$ cat src/rtl/alu_issue_ctrl.sv
// alu_issue_ctrl: accepts one ALU operation per handshake, drives the ALU
// decode/operand interface for the operation's latency, captures the
// result and presents it to writeback over a second handshake.
module alu_issue_ctrl #(
    parameter int WIDTH   = 32,
    parameter int RD_W    = 5,
    parameter int MUL_LAT = 2,
    parameter int DIV_LAT = 4
) (
    input  logic             clk,
    input  logic             rst,
    input  logic             in_valid,
    output logic             in_ready,
    input  logic [3:0]       in_funct,
    input  logic             in_imm_sel,
    input  logic [WIDTH-1:0] in_rs_val,
    input  logic [WIDTH-1:0] in_rt_val,
    input  logic [WIDTH-1:0] in_imm,
    input  logic [RD_W-1:0]  in_rd,
    output logic [3:0]       alu_decode,
    output logic [WIDTH-1:0] rda,
    output logic [WIDTH-1:0] rdx,
    input  logic [WIDTH-1:0] alu_result,
    output logic             wb_valid,
    input  logic             wb_ready,
    output logic [WIDTH-1:0] wb_data,
    output logic [RD_W-1:0]  wb_rd,
    output logic             wb_illegal,
    output logic             wb_divz
);

    localparam logic [1:0] S_IDLE = 2'd0;
    localparam logic [1:0] S_EXEC = 2'd1;
    localparam logic [1:0] S_WB   = 2'd2;

    localparam int MAX_LAT = (MUL_LAT > DIV_LAT) ? MUL_LAT : DIV_LAT;
    localparam int CNT_W   = $clog2(MAX_LAT) + 1;

    logic [1:0]       state;
    logic [CNT_W-1:0] cnt;
    logic [3:0]       op_reg;
    logic [WIDTH-1:0] a_reg;
    logic [WIDTH-1:0] b_reg;
    logic [RD_W-1:0]  rd_reg;

    logic [WIDTH-1:0] opb;
    logic [3:0]       dec_code;
    logic [CNT_W-1:0] cnt_init;
    logic             is_illegal;
    logic             is_divz;
    logic             accept;

    // Decode the incoming function code, operand B and per-op latency.
    always_comb begin
        opb        = in_imm_sel ? in_imm : in_rt_val;
        is_illegal = (in_funct > 4'd9);
        is_divz    = (in_funct == 4'd3) && (opb == '0);
        cnt_init   = '0;
        dec_code   = 4'b0000;
        case (in_funct)
            4'd0: dec_code = in_imm_sel ? 4'b0011 : 4'b0001;
            4'd1: dec_code = in_imm_sel ? 4'b0100 : 4'b0010;
            4'd2: begin
                dec_code = 4'b0101;
                cnt_init = CNT_W'(MUL_LAT - 1);
            end
            4'd3: begin
                dec_code = 4'b0110;
                cnt_init = CNT_W'(DIV_LAT - 1);
            end
            4'd4: dec_code = 4'b0111;
            4'd5: dec_code = 4'b1000;
            4'd6: dec_code = 4'b1001;
            4'd7: dec_code = 4'b1010;
            4'd8: dec_code = 4'b1011;
            4'd9: dec_code = 4'b1100;
            default: dec_code = 4'b0000;
        endcase
    end

    // Handshake and ALU-interface outputs; the ALU only sees operands in EXEC.
    always_comb begin
        in_ready   = (state == S_IDLE) && !rst;
        accept     = in_valid && in_ready;
        wb_valid   = (state == S_WB);
        alu_decode = (state == S_EXEC) ? op_reg : 4'b0000;
        rda        = (state == S_EXEC) ? a_reg  : '0;
        rdx        = (state == S_EXEC) ? b_reg  : '0;
    end

    // Sequencer: IDLE accepts, EXEC counts down the latency, WB waits for ready.
    always_ff @(posedge clk) begin
        if (rst) begin
            state      <= S_IDLE;
            cnt        <= '0;
            op_reg     <= '0;
            a_reg      <= '0;
            b_reg      <= '0;
            rd_reg     <= '0;
            wb_data    <= '0;
            wb_rd      <= '0;
            wb_illegal <= 1'b0;
            wb_divz    <= 1'b0;
        end else begin
            case (state)
                S_IDLE: begin
                    if (accept) begin
                        op_reg <= dec_code;
                        a_reg  <= in_rs_val;
                        b_reg  <= opb;
                        rd_reg <= in_rd;
                        if (is_illegal) begin
                            wb_data    <= '0;
                            wb_rd      <= in_rd;
                            wb_illegal <= 1'b1;
                            state      <= S_WB;
                        end else if (is_divz) begin
                            wb_data <= '1;
                            wb_rd   <= in_rd;
                            wb_divz <= 1'b1;
                            state   <= S_WB;
                        end else begin
                            cnt   <= cnt_init;
                            state <= S_EXEC;
                        end
                    end
                end
                S_EXEC: begin
                    if (cnt == '0) begin
                        wb_data <= alu_result;
                        wb_rd   <= rd_reg;
                        state   <= S_WB;
                    end else begin
                        cnt <= cnt - 1'b1;
                    end
                end
                S_WB: begin
                    if (wb_ready) begin
                        wb_illegal <= 1'b0;
                        wb_divz    <= 1'b0;
                        state      <= S_IDLE;
                    end
                end
                default: state <= S_IDLE;
            endcase
        end
    end

endmodule

$ cat config.mk
export PLATFORM = sky130hd
export DESIGN_NAME = alu_issue_ctrl
export DESIGN_NICKNAME = d
export VERILOG_FILES = /design/src/rtl/alu_issue_ctrl.sv
export SDC_FILE = /design/constraint.sdc
export NUM_CORES = 1
export LEC_CHECK = 0
export CORE_ASPECT_RATIO = 0.5
export CORE_MARGIN = 2
export CORE_UTILIZATION = 42
export DETAILED_ROUTE_END_ITERATION = 7
export GPL_ROUTABILITY_DRIVEN = 0
export GPL_TIMING_DRIVEN = 0
export PLACE_DENSITY = 0.84
export SYNTH_ARGS = -nofsm -noshare
export SYNTH_HDL_FRONTEND = slang
export SYNTH_SLANG_ARGS = --single-unit
$ cat constraint.sdc
create_clock -name clk -period 2.5 [get_ports clk]
set_input_delay 0.5 -clock clk [delete_from_list [all_inputs] [get_ports clk]]
set_output_delay 0.5 -clock clk [all_outputs]
set_load 0.01 [all_outputs]
==> results.tsv <==
metric	value	unit
syn_avg_cell_area	8.39	sq um
first_global_vias	5779	
io_buffer_count	250	
status	finished, final reports clean	
p_sw	1.37	mW
power.total	5.60	mW
clk_pin_slew	0.06	ns
tightest_slew	0.714	ns
grt_setup_unrepaired	false	
netlist_top_cells_count	nand2_1 (129), dfxtp_1 (117), o21ai_0 (77)	
power.leakage	3.83	nW
seqPwrFrac	37.0	%
cp.required	2.00	ns
synth_simple_gate_area_share	24.9	%
critical_path.startpoint_type	flip-flop	
hold_path_depth	2	
min_period_over_period	94.4	%
yosysTopAreaCell	dfxtp_1	
drtIter0Drc	402	
syn-num-nets	807	
fin_crit	2.36	ns
start_util	43.5	%
drv_cap	0	
r2r-start	state[1]$_SDFFE_PP0P_	
ir_worst_vdd	0.388	mV
combPwrFrac	15.0	%
drt_pass1_iterations	5	
hold_viol	0	
synth_top_family_by_area	simple AND/OR/NAND/NOR gates	
syn_area	5570	sq um
grt-busiest-layer	met2	
die_w	167	microns
final_nets	1077	
instances_no_fill	1116	
clock_power_share	48.0	%
drc	0	
hp-class	flip-flop to flip-flop	
grt_use_met3	4.48	%
wirelength	18700	microns
postPlaceCellArea	8280	sq um
die-area	14200	sq um
synth_adder_area_share	0.450	%
setup_violations	0	
grt_antenna_before_repair	0	
final_antenna_net_count	0	
final_area	8930	sq um
synth_seq_area_share	42.1	%
drive_gt1_share	6.13	%
dieHeight	85.4	microns
dp_cells	1083	
ctsHoldBuffers	0	
synth_top_cell_area_share	42.1	%
synth_edf_count	0	
use_met1	31.8	%
p_int	4.24	mW
cts_tree	yes	
synth_compound_area_share	16.0	%
rr_worst_depth	6	
cts_max_path_buffers	2	
track_usage	25.3	%
crit_fanout	10	
synth_cells	663	
cts_sinks	117	
place_hpwl	14200	microns
rows	29	
ys_warn_count	0	
synth-xor-area-share	0.157	%
yosys-top-cells-area	dfxtp_1 (42%), mux2i_1 (12%), nand2_1 (8.7%)	
power_density	627	nW/um^2
drt-vias-per-instance	5.29	
cts.root.buffer_cell	clkbuf_16	
grt_max_degree	17	
syn2layout_area_growth	60.5	%
fin_tns_setup	0	ns
n_fill_cell	993	
crit_type	flip-flop to primary output	
max_freq	424	MHz
synth_cell_types	44	
grt_pass1_wl	29100	microns
multiInputGateArea	2990	sq um
ys_seq_elements	117	
boundaryPins	251	
end_kind	primary output	
maxSlewViolCount	0	
hold_start	a_reg[13]$_SDFFE_PP0P_	
crit_start	state[0]$_SDFFE_PP0P_	
slew_headroom	52.4	%
core_area	12800	sq um
clk_latency	0.41	ns
async_flop_share	0	%
use_met2	44.0	%
wl_per_cell	16.8	microns
diodes	0	
vias	5901	
register_area	2340	sq um
yosys.cell_count.top_type	nand2_1	
gr-total-overflow	0	
h-tree-depth	4	
cts_buffers	17	
synthFlopType	dfxtp_1	
crit_arrival	1.86	ns
synth_mux_area_share	11.9	%
switching_share	24.4	%
finClkSkew	0.00665	ns
-- worst max-delay path: stages (launching register included) --
cell and delay [ns]:
dfxtp_1 0.34, buf_6 0.15, nor2b_4 0.16, clkbuf_4 0.18, clkbuf_4 0.19, and2_1 0.15, dlygate4sd2_1 0.28
-- power groups by stage --
stage | Clock, mW | Sequential, mW | Combinational (mW)
floorplan | 0 | 2.11 | 0.354
global placement | 0 | 2.10 | 0.810
global route | 2.80 | 2.09 | 0.907
finish | 2.69 | 2.07 | 0.842
detailed placement | 0 | 2.11 | 0.832
CTS | 2.70 | 2.07 | 0.838
-- cell usage in the layout (no fill, tap or decap), types with 7 or more instances in the layout --
master | synthesis | final
clkdlybuf4s50_1 | 0 | 181
nand2_1 | 129 | 129
dfxtp_1 | 117 | 117
o21ai_0 | 77 | 77
dlygate4sd2_1 | 0 | 69
and2_1 | 68 | 68
mux2i_1 | 66 | 66
clkbuf_1 | 45 | 37
nand3_1 | 37 | 37
o211ai_1 | 32 | 32
clkbuf_16 | 0 | 17
nor4_1 | 13 | 13
nor2_1 | 11 | 11
clkbuf_4 | 0 | 7
-- stage by stage --
stage / setup slack (ns) / hold slack, ns / utilization [%]
after floorplan: 0.621 / 0.431 / -
after global placement: -0.503 / 0.439 / 64.6
after detailed placement: -0.491 / 0.449 / 64.6
after CTS: 0.0293 / 0.456 / 69.7
after global routing: 0.0317 / 0.475 / 69.7
final: 0.141 / 0.455 / 69.7
-- path summary, 6_finish.rpt --
path              slack (ns)                      to
setup reg to reg        0.33     cnt[2]$_SDFFE_PP0P_
setup / recovery        0.14           alu_decode[2]
hold / removal          0.46  a_reg[13]$_SDFFE_PP0P_
hold reg to reg         0.46  a_reg[13]$_SDFFE_PP0P_
-- kinds of logic after synthesis --
group           Yosys count
simple gates            280
compound gates          138
flops                   117
mux                      66
buf+inv                  59
fa+ha+maj                 2
xor+xnor                  1
-- layout make-up --
type                    instances  area share (%)
multi-input cells             487            33.5
plain buffers                  56            3.31
clock inverters                14            2.52
clock buffers                  18            4.81
well taps                     170            2.38
flip-flops and latches        117            26.2
repair buffers                251            27.1
inverters                       3           0.126
-- layer usage --
layer / vias to the layer above / wire [microns] / share of wire (%)
li1: 2863 / - / -
met5: - / 0 / 0
met4: 0 / 470 / 2.5
met2: 188 / 9130 / 49
met1: 2810 / 8250 / 44
met3: 40 / 887 / 4.7
-- timing repair --
item / CTS / global route
gates cloned: 1 / 0
endpoints found under the setup margin: 99 / 33
resized for setup: 93 / 1
buffers inserted: 0 / 0
pin swaps: 0 / 1
No activity file was read; power rests on OpenSTA's default activity.
